--- src/rtl/datamem_dump_reader_pkg.sv ---
// Shared types and constants for the data-memory dump reader.
// Exports the FSM state encoding plus the word size and zero-word constants.
package dump_pkg;

  typedef enum logic [1:0] {
    MONITOR,
    FETCH,
    SEND,
    DONE
  } state_e;

  localparam int          WORD_BYTES = 4;
  localparam logic [31:0] ZERO_WORD  = 32'd0;

endpackage

--- src/rtl/datamem_dump_reader_if.sv ---
// Valid/ready stream carrying {index, address, data} dump records.
// master drives valid/index/addr/data and samples ready; slave is the consumer.
interface datamem_dump_reader_if #(
  parameter int ADDR_W = 32
);

  logic              dout_valid;
  logic              dout_ready;
  logic [15:0]       dout_index;
  logic [ADDR_W-1:0] dout_addr;
  logic [31:0]       dout_data;

  modport master (
    output dout_valid,
    output dout_index,
    output dout_addr,
    output dout_data,
    input  dout_ready
  );

  modport slave (
    input  dout_valid,
    input  dout_index,
    input  dout_addr,
    input  dout_data,
    output dout_ready
  );

endinterface

--- src/rtl/datamem_dump_reader_halt_detector.sv ---
// Halt detector: counts cycles with an all-zero instruction, cumulatively.
// Ports: clk, rst (async, active-high), inst (fetched word), halt (registered).
module halt_detector
  import dump_pkg::*;
#(
  parameter int HALT_COUNT = 10
) (
  input  logic        clk,
  input  logic        rst,
  input  logic [31:0] inst,
  output logic        halt
);

  localparam logic [15:0] TERM = 16'(HALT_COUNT);

  logic [15:0] cnt_q, cnt_d;
  logic        halt_q, halt_d;

  // Nonzero instructions do not clear the count; it saturates at TERM.
  always_comb begin
    cnt_d = cnt_q;
    if (inst == ZERO_WORD && cnt_q != TERM)
      cnt_d = cnt_q + 16'd1;
    halt_d = (cnt_d == TERM);
  end

  always_ff @(posedge clk or posedge rst) begin
    if (rst) begin
      cnt_q  <= '0;
      halt_q <= 1'b0;
    end else begin
      cnt_q  <= cnt_d;
      halt_q <= halt_d;
    end
  end

  assign halt = halt_q;

endmodule

--- src/rtl/datamem_dump_reader.sv ---
// Dump reader: after halt, owns the datamem port and streams words from 0.
// Ports: clk, rst, inst, mem_sel/mem_addr/mem_rdata, dout stream, done, dump_sum.
// Optional: define DUMP_SUM_EN to accumulate a wrap-around sum of sent words.
module datamem_dump_reader
  import dump_pkg::*;
#(
  parameter int HALT_COUNT = 10,
  parameter int ZERO_RUN   = 10,
  parameter int MEM_DEPTH  = 1024,
  parameter int ADDR_W     = 32
) (
  input  logic                  clk,
  input  logic                  rst,
  input  logic [31:0]           inst,
  output logic                  mem_sel,
  output logic [ADDR_W-1:0]     mem_addr,
  input  logic [31:0]           mem_rdata,
  datamem_dump_reader_if.master dout,
  output logic                  done,
  output logic [31:0]           dump_sum
);

  localparam int              SH   = $clog2(WORD_BYTES);
  localparam logic [ADDR_W-1:0] LAST =
    ADDR_W'(MEM_DEPTH - WORD_BYTES);
  localparam logic [15:0]     ZRUN = 16'(ZERO_RUN);

  logic halt;

  halt_detector #(
    .HALT_COUNT(HALT_COUNT)
  ) u_halt (
    .clk (clk),
    .rst (rst),
    .inst(inst),
    .halt(halt)
  );

  state_e            state_q, state_d;
  logic [15:0]       idx_q, idx_d;
  logic [15:0]       zrun_q, zrun_d;
  logic [15:0]       index_q, index_d;
  logic [ADDR_W-1:0] addr_q, addr_d;
  logic [31:0]       data_q, data_d;
  logic              accept;

  assign mem_addr = ADDR_W'(idx_q) << SH;
  assign accept   = (state_q == SEND) && dout.dout_ready;

  always_comb begin
    state_d = state_q;
    idx_d   = idx_q;
    zrun_d  = zrun_q;
    index_d = index_q;
    addr_d  = addr_q;
    data_d  = data_q;
    unique case (state_q)
      MONITOR: begin
        if (halt)
          state_d = FETCH;
      end
      FETCH: begin
        data_d  = mem_rdata;
        addr_d  = mem_addr;
        index_d = idx_q;
        state_d = SEND;
      end
      SEND: begin
        if (accept) begin
          zrun_d = (data_q == ZERO_WORD) ?
                   zrun_q + 16'd1 : 16'd0;
          // End on a long enough zero run or the last word.
          if (zrun_d == ZRUN || addr_q == LAST) begin
            state_d = DONE;
          end else begin
            idx_d   = idx_q + 16'd1;
            state_d = FETCH;
          end
        end
      end
      DONE: begin
      end
      default: state_d = MONITOR;
    endcase
  end

  always_ff @(posedge clk or posedge rst) begin
    if (rst) begin
      state_q <= MONITOR;
      idx_q   <= '0;
      zrun_q  <= '0;
      index_q <= '0;
      addr_q  <= '0;
      data_q  <= '0;
    end else begin
      state_q <= state_d;
      idx_q   <= idx_d;
      zrun_q  <= zrun_d;
      index_q <= index_d;
      addr_q  <= addr_d;
      data_q  <= data_d;
    end
  end

  assign mem_sel         = (state_q != MONITOR);
  assign done            = (state_q == DONE);
  assign dout.dout_valid = (state_q == SEND);
  assign dout.dout_index = index_q;
  assign dout.dout_addr  = addr_q;
  assign dout.dout_data  = data_q;

`ifdef DUMP_SUM_EN
  logic [31:0] sum_q, sum_d;

  // Only accepted words count; nothing is accepted once in DONE.
  always_comb begin
    sum_d = sum_q;
    if (accept)
      sum_d = sum_q + data_q;
  end

  always_ff @(posedge clk or posedge rst) begin
    if (rst)
      sum_q <= '0;
    else
      sum_q <= sum_d;
  end

  assign dump_sum = sum_q;
`else
  assign dump_sum = 32'd0;
`endif

endmodule

--- src/flat_wrapper.sv ---
// flat-port wrapper written by rule: the top's interface ports become plain ports
module datamem_dump_reader_flat import dump_pkg::*;
#(
  parameter int HALT_COUNT = 10,
  parameter int ZERO_RUN   = 10,
  parameter int MEM_DEPTH  = 1024,
  parameter int ADDR_W     = 32
)
  (clk, rst, inst, mem_sel, mem_addr, mem_rdata, done, dump_sum, dout_dout_valid, dout_dout_index, dout_dout_addr, dout_dout_data, dout_dout_ready);
  datamem_dump_reader_if #(.ADDR_W(ADDR_W)) dout_i ();
  input  logic clk;
  input  logic rst;
  input  logic [31:0] inst;
  output logic mem_sel;
  output logic [ADDR_W-1:0] mem_addr;
  input  logic [31:0] mem_rdata;
  output logic done;
  output logic [31:0] dump_sum;
  output wire logic [$bits(dout_i.dout_valid)-1:0] dout_dout_valid;
  output wire logic [$bits(dout_i.dout_index)-1:0] dout_dout_index;
  output wire logic [$bits(dout_i.dout_addr)-1:0] dout_dout_addr;
  output wire logic [$bits(dout_i.dout_data)-1:0] dout_dout_data;
  input wire logic [$bits(dout_i.dout_ready)-1:0] dout_dout_ready;
  assign dout_dout_valid = dout_i.dout_valid;
  assign dout_dout_index = dout_i.dout_index;
  assign dout_dout_addr = dout_i.dout_addr;
  assign dout_dout_data = dout_i.dout_data;
  assign dout_i.dout_ready = dout_dout_ready;
  datamem_dump_reader #(.HALT_COUNT(HALT_COUNT), .ZERO_RUN(ZERO_RUN), .MEM_DEPTH(MEM_DEPTH), .ADDR_W(ADDR_W)) u_core (.clk(clk), .rst(rst), .inst(inst), .mem_sel(mem_sel), .mem_addr(mem_addr), .mem_rdata(mem_rdata), .dout(dout_i), .done(done), .dump_sum(dump_sum));
endmodule
--- config.mk ---
export PLATFORM = sky130hd
export DESIGN_NAME = datamem_dump_reader_flat
export DESIGN_NICKNAME = d
export VERILOG_FILES = /design/src/rtl/datamem_dump_reader_pkg.sv /design/src/rtl/datamem_dump_reader_if.sv /design/src/rtl/datamem_dump_reader_halt_detector.sv /design/src/rtl/datamem_dump_reader.sv /design/src/flat_wrapper.sv
export SDC_FILE = /design/constraint.sdc
export NUM_CORES = 1
export LEC_CHECK = 0
export BUFFER_PORTS_ARGS = -buffer_cell sky130_fd_sc_hd__buf_2
export CORE_ASPECT_RATIO = 0.75
export CORE_MARGIN = 3
export CORE_UTILIZATION = 53
export CTS_CLUSTER_DIAMETER = 80
export DETAILED_ROUTE_END_ITERATION = 7
export PLACE_DENSITY = 0.91
export SKIP_CTS_REPAIR_TIMING = 1
export SYNTH_ARGS = -nofsm -noshare
export SYNTH_HDL_FRONTEND = slang
export SYNTH_SLANG_ARGS = --single-unit
--- constraint.sdc ---
create_clock -name clk -period 9.3 [get_ports clk]
set_input_delay 1.86 -clock clk [delete_from_list [all_inputs] [get_ports clk]]
set_output_delay 1.86 -clock clk [all_outputs]
set_load 0.1 [all_outputs]
==> metrics.md, run 1 <==
| Metric | Value |
|---|---|
| Cell count after synthesis | `approximately 510` |
| Die outline height | `between 90 and 100 um` |
| CTS Root Cell | `clkbuf_16` |
| Endpoints failing setup | `0` |
| Final slew viol count | `0` |
| Area growth from synthesis to layout | `14.00%` |
| Flop and latch count out of synthesis | `99` |
| Worst clock skew | `~0.0061 ns` |
| Synthesis Warnings | `0` |
| IO buf count | `~150` |
| Overall track demand over capacity in global routing | `a little over a fifth` |
| Prevailing post-synth register cell | `dfrtp_1` |
| Clock tree from TritonCTS | `done` |
| Net count of the finished layout | `716` |
| Post-route ant nets | `0` |
| Tcrit/Tclk final | `about two fifths` |
| Max FO, Critical Path | `6` |
| Detailed placement HPWL | `between 8 and 9 mm` |
| Crit start category | `input pin` |
| Data required time at the worst endpoint | `9.58 ns` |
| Wire length per cell | `between 15 and 20 um` |
| Detail-routed via count per cell | `about 5.3` |
| Share of synthesized registers carrying an async set or reset | `100.0%` |
| Core region area | `9852 um^2` |
| CTS H-Tree Depth | `3` |
| First-pass GRT wire length | `between 15 and 20 mm` |
| Placement row count | `31` |
| Area fraction of the dominant cell type after synthesis | `45.38%` |
| Post-placement cell area | `5936 um^2` |
| Least-Margin Pin Slew | `around 1.2 ns` |
| CTS Buf Count | `9` |
| Top achievable clock speed | `around 0.27 GHz` |
| Overall die area | `between 10000 and 15000 um^2` |
| Largest net degree at the start of global routing | `73` |
| Via count of the first global-routing pass | `between 3000 and 4000` |
| Top-count cell post-synth | `dfrtp_1` |
| Setup repair after global routing missed its margin | `false` |
| Clock buffer depth | `2` |
| Fraction of layout cells with a size suffix above 1 | `between 30% and 40%` |
| Routed vias | `4132` |
| Outcome | `complete, no violations` |
| Initial antenna violation count | `0` |
| Mean area per synthesized cell | `roughly 11 um^2` |
| Number of hold-slack violations in the final timing report | `0` |
| Clock latency on the worst-skew pair | `0.34 ns` |
| Class of the tightest hold or removal check | `flop to flop` |
| Register clock-pin slew on the reported worst setup and hold paths | `0.07 ns` |
| Boundary pin count | `roughly 210` |
| Rel. slew slack | `approximately a fifth` |
| Number of enable-type register cells in the synthesized netlist | `0` |
| Worst IR drop on VDD | `about 0.1 mV` |
| Sort of element at the end of the critical path | `flop` |
| Leakage | `approximately 3.3 nW` |
| Arrival time of data at the critical path endpoint | `a little over 4 ns` |
| Biggest area contributors in the synthesized netlist | `dfrtp_1 (45%), buf_4 (11%), mux2_2 (10%), xnor2_1 (4.7%), nand2_1 (2.5%)` |
| Number of iterations in the first detailed-routing pass | `4` |
| Number of remaining DRC errors | `0` |
| Commonest cells post-synth | `dfrtp_1 (99), buf_4 (82), mux2_2 (50)` |
| Drt initial violations | `around 210` |
| Type of the worst setup path | `input pin to flop` |
| Sum of negative setup slack | `0 ns` |
| Final design instance area without fill | `6223 um^2` |
| Clock sink count | `between 90 and 100` |
| Count of cell types in the netlist | `47` |
| Post-placement cell count | `762` |
| Cell taking the most area after synthesis | `dfrtp_1` |
| Inserted Diodes | `0` |
| Total power of the final layout | `0.9211 mW` |
| Wire length after detailed routing | `around 12 mm` |
| Sequential fraction of the synthesis area | `between 40% and 50%` |
| Hold Crit Depth | `1` |
| Overall overflow remaining after global route | `0` |
| Max-capacitance violation count | `0` |
| Logic depth of the worst register-to-register path | `7` |
| Post-synthesis instance area | `between 5000 and 6000 um^2` |
| Cell Count, Final, Fillers Out | `778` |
| Total power per unit cell area | `148.0 nW/um^2` |
| Reg-to-reg slack, setup | `6.44 ns` |
| Final weighted congestion in routability-driven placement | `roughly 0.94` |
| Initial core utilization | `between 50% and 60%` |
| Die Width | `roughly 120 um` |
| Final min period | `between 3 and 4 ns` |
## logic make-up (layout without fill, tap and decap cells)
kind of cell,after synthesis,count (layout),share of synthesized area (%)
muxes,58,58,11.78
buffers and inverters,107,176,13.20
other,1,64,0.06869
DFF,99,99,45.38
and+or+nand+nor,162,162,16.96
AOI/OAI and AO/OA,43,43,4.997
adders and majority gates,8,8,1.834
xor gates and xnor gates,36,36,5.776
## routing by layer
layer | GRT usage, % | share of wire (%) | up-vias
met3 | 5.178 | 6.9 | 21
met2 | 34.92 | 50 | 165
met5 | 0 | 0 | -
li1 | - | - | 1932
met4 | 7.005 | 2.2 | 0
met1 | 27.54 | 41 | 2014
## worst paths after layout
path	start	to
worst max-delay path	inst[17]	u_core.u_halt.halt
worst min-delay path	u_core.u_halt.cnt_q[15]	u_core.u_halt.cnt_q[15]
worst max register to register	u_core.zrun_q[0]	u_core.idx_q[1]
worst min register to register	u_core.u_halt.cnt_q[15]	u_core.u_halt.cnt_q[15]
max in group asynchronous	rst	u_core.dout.dout_index[13]
min in group asynchronous	rst	u_core.dout.dout_data[21]
## critical path, cell delays in order
cell and delay (ns):
buf_2 0.09, nor4_1 0.27, nand2_1 0.13, or4_4 0.58, nor4_4 0.35, xor2_1 0.15
nor4b_1 0.37, and4bb_1 0.23
## final cells by class
cell class / count / area, um^2
tap: 132 / 165.2
sequential: 99 / 2477
clock inverter: 6 / 48.80
inverter: 10 / 40.04
multi-input combinational: 371 / 2500
fill: 785 / 3628
timing repair buffer: 150 / 753.2
clock buffer: 10 / 239.0
## layout by cell type (no fill, tap or decap), types with 2 or more instances in the layout
cell type and count:
nand4_1 18, o21ai_0 21, and2_1 6, or4_4 2, buf_2 149, clkinvlp_4 2
ha_1 7, or2_2 4, xor2_1 7, a31oi_1 3, or3_1 5, nor4_1 21
nor3_1 10, nand2b_1 3, xnor2_1 29, nand2_1 36, dfrtp_1 99, and3_1 12
nor2b_1 3, nand3_1 17, o31ai_1 7, conb_1 64, clkbuf_16 9, a21oi_1 5
mux2_2 50, and4_1 4, nor2_1 12, mux2i_1 8, o22ai_1 2, inv_1 9
## through the flow
stage / utilization, % / setup WS [ns] / hold slack (ns)
floorplan: - / 4.850 / 0.4695
global route: 63.17 / 5.375 / 0.5280
CTS: 63.17 / 5.557 / 0.5126
global placement: 60.25 / 5.371 / 0.4973
finish: 63.17 / 5.547 / 0.5130
detailed placement: 60.25 / 5.187 / 0.4991
## power breakdown
| group | internal [mW] | switching [mW] |
|---|---|---|
| Clock | 0.191 | 0.164 |
| Combinational | 0.0104 | 0.125 |
| Sequential | 0.430 | 0.000000000752 |
| Total | 0.632 | 0.289 |
## sequential cells by signal, summed over array words and instances, names as in the netlist
name                    count
u_core.dout.dout_index     16
u_core.u_halt.halt          1
u_core.dout.dout_data      32
u_core.state_q              2
u_core.zrun_q              16
u_core.u_halt.cnt_q        16
u_core.idx_q               16
Power figures use the tool's default switching activity.
==> run 2: changes to the inputs <==
--- a/config.mk
+++ b/config.mk
@@ -8,10 +8,10 @@
 export BUFFER_PORTS_ARGS = -buffer_cell sky130_fd_sc_hd__buf_2
 export CORE_ASPECT_RATIO = 0.75
 export CORE_MARGIN = 3
-export CORE_UTILIZATION = 53
+export CORE_UTILIZATION = 45
 export CTS_CLUSTER_DIAMETER = 80
 export DETAILED_ROUTE_END_ITERATION = 7
-export PLACE_DENSITY = 0.91
+export PLACE_DENSITY = 0.83
 export SKIP_CTS_REPAIR_TIMING = 1
 export SYNTH_ARGS = -nofsm -noshare
 export SYNTH_HDL_FRONTEND = slang
==> constraint.sdc (replaced) <==
create_clock -name clk -period 3.4 [get_ports clk]
set_input_delay 0.68 -clock clk [delete_from_list [all_inputs] [get_ports clk]]
set_output_delay 0.68 -clock clk [all_outputs]
set_load 0.1 [all_outputs]
==> run 2 against run 1 <==
  * Hold slack worse by 0.082 ns
  * Largest cell class unchanged
  * Count of clock-buffer cells in the layout stayed put
  * Flip-flop and latch count stayed put
==> metrics.md, run 2 (synthesis gave the netlist of run 1 again) <==
| Metric | Value |
|---|---|
| Outcome | `complete, no violations (unchanged)` |
| Overall die area | `13500 um^2 (was 11570 um^2)` |
| Detailed placement HPWL | `8.766 mm (was 8.989 mm)` |
| Logic depth of the worst register-to-register path | `7 (unchanged)` |
| Post-placement cell area | `6001 um^2 (was 5936 um^2)` |
| Number of hold-slack violations in the final timing report | `0 (unchanged)` |
| Flip-flop count of the largest register, all copies and words added | `32 (unchanged)` |
| Wire length after detailed routing | `11.68 mm (was 11.94 mm)` |
| Final weighted congestion in routability-driven placement | `0.9090 (was 0.9414)` |
| First-pass GRT wire length | `18.37 mm (was 19.29 mm)` |
| Net count of the finished layout | `718 (was 716)` |
| Post-route ant nets | `0 (unchanged)` |
| Total power of the final layout | `2.566 mW (was 0.9211 mW)` |
| Class of the tightest hold or removal check | `input pin to asynchronous set/reset pin (was flop to flop)` |
| Max FO, Critical Path | `16 (was 6)` |
| Util after Layout | `53.61% (was 63.17%)` |
| Die Width | `133.2 um (was 123.2 um)` |
| Initial core utilization | `46.49% (was 55.41%)` |
| Clock buffer depth | `2 (unchanged)` |
| Worst IR drop on VDD | `0.2207 mV (was 0.1003 mV)` |
| IO buf count | `149 (unchanged)` |
| Crit start category | `flop (was input pin)` |
| Placement row count | `34 (was 31)` |
| Pre-CTS setup slack | `0.4205 ns (was 5.187 ns)` |
| Final slew viol count | `0 (unchanged)` |
| Drt initial violations | `255 (was 211)` |
| Initial antenna violation count | `0 (unchanged)` |
| Reg power frac | `45.9% (was 46.7%)` |
| Rel. slew slack | `62.96% (was 19.08%)` |
| Overall overflow remaining after global route | `0 (unchanged)` |
| Clock tree from TritonCTS | `done (unchanged)` |
| Type of the worst setup path | `flop to flop (was input pin to flop)` |
| Most common library cell in the layout ignoring fill and taps | `buf_2 (unchanged)` |
| Number of remaining DRC errors | `0 (unchanged)` |
| Largest net degree at the start of global routing | `100 (was 73)` |
| Detail-routed via count per cell | `4.949 (was 5.311)` |
| CTS Buf Count | `9 (unchanged)` |
| Endpoints failing setup | `0 (unchanged)` |
| Tcrit/Tclk final | `between 70 and 80%` |
| Sum of negative setup slack | `0 ns (unchanged)` |
| Internal power consumption | `1.780 mW (was 0.6322 mW)` |
| Cell Count, Final, Fillers Out | `810 (was 778)` |
| Core region area | `11740 um^2 (was 9852 um^2)` |
| Clock sink count | `99 (unchanged)` |
| Arrival time of data at the critical path endpoint | `2.92 ns (was 4.03 ns)` |
| Top achievable clock speed | `0.3713 GHz` |
| Max-capacitance violation count | `0 (unchanged)` |
| Post-placement cell count | `794 (was 762)` |
| Boundary pin count | `214 (unchanged)` |
| P_sw | `0.7866 mW (was 0.2889 mW)` |
| Area growth from synthesis to layout | `15.31% (was 14.00%)` |
| Die outline height | `101.4 um (was 93.89 um)` |
| Worst clock skew | `0.004095 ns (was 0.006078 ns)` |
| Switching share of power | `30.65% (was 31.37%)` |
| Leakage | `3.289 nW (was 3.269 nW)` |
| Most frequent cells in the layout | `buf_2 (149), dfrtp_1 (99), conb_1 (64), mux2_2 (50), nand2_1 (36) (unchanged)` |
| Sort of element at the end of the critical path | `flop (unchanged)` |
| Register clock-pin slew on the reported worst setup and hold paths | `0.07 ns (about the same)` |
| Least-Margin Pin Slew | `0.5510 ns (was 1.214 ns)` |
| Fraction of layout cells with a size suffix above 1 | `35.65% (was 35.60%)` |
| Routed vias | `4009 (was 4132)` |
| Clock network fraction of design power | `39.6% (was 38.6%)` |
| Total power per unit cell area | `407.7 nW/um^2 (was 148.0 nW/um^2)` |
| CTS H-Tree Depth | `3 (unchanged)` |
| Data required time at the worst endpoint | `3.62 ns (was 9.58 ns)` |
| Via count of the first global-routing pass | `3673 (was 3959)` |
| Number of iterations in the first detailed-routing pass | `4 (unchanged)` |
| Fillers | `1064 (was 785)` |
| CTS Root Cell | `clkbuf_16 (unchanged)` |
| Final WS setup | `0.7068 ns (was 5.547 ns)` |
| Setup repair after global routing missed its margin | `false (unchanged)` |
| Combinational cell fraction of total power | `14.5% (was 14.7%)` |
| Final design instance area without fill | `6295 um^2 (was 6223 um^2)` |
| Inserted Diodes | `0 (unchanged)` |
| Final min period | `approximately 2.7 ns` |
| Wire length per cell | `14.42 um (was 15.34 um)` |
| Worst hold slack after final layout | `0.4313 ns (was 0.5130 ns)` |
| Overall track demand over capacity in global routing | `16.78% (was 21.20%)` |
| Clock latency on the worst-skew pair | `0.34 ns (about the same)` |
[run 2: cell type report]
| class | count | area (um^2) | area share, % |
|---|---|---|---|
| multi-input cells | 371 | 2500 | 39.71 |
| flip-flops and latches | 99 | 2477 | 39.36 |
| repair buffers | 152 | 780.7 | 12.40 |
| clock buffers | 10 | 229.0 | 3.637 |
| well taps | 162 | 202.7 | 3.220 |
| clock inverters | 6 | 65.06 | 1.034 |
| inverters | 10 | 40.04 | 0.6361 |
[run 2: final timing paths]
kind / startpoint / slack, ns / to
setup / recovery: u_core.zrun_q[0] / 0.71 / u_core.idx_q[1]
min in group clk: u_core.idx_q[7] / 0.52 / u_core.idx_q[7]
hold / removal: rst / 0.43 / u_core.dout.dout_data[7]
hold reg to reg: u_core.idx_q[7] / 0.52 / u_core.idx_q[7]
setup reg to reg: u_core.zrun_q[0] / 0.71 / u_core.idx_q[1]
max in group asynchronous: rst / 2.53 / u_core.zrun_q[1]
[run 2: power groups by stage]
stage / registers (mW) / clock network, mW / logic [mW]
after floorplan: 1.20 / 0 / 0.382
after global placement: 1.20 / 0 / 0.372
after detailed placement: 1.20 / 0 / 0.372
after CTS: 1.18 / 1.05 / 0.372
after global routing: 1.18 / 1.10 / 0.386
final: 1.18 / 1.02 / 0.372
[run 2: worst max-delay path, cell delays in order, from the launching register on]
cell and delay (ns):
dfrtp_1 0.45, ha_1 0.32, nand3_1 0.22, nor4_1 0.34, mux2_2 0.38, a41oi_2 0.20, o211a_4 0.31, mux2_2 0.36
[run 2: per-layer routing]
metal | global-route usage [%] | up-vias | wire length [um]
li1 | - | 1930 | -
met1 | 23.43 | 1923 | 5265
met2 | 26.64 | 148 | 5542
met3 | 4.369 | 8 | 780
met4 | 3.794 | 0 | 96
met5 | 0 | - | 0
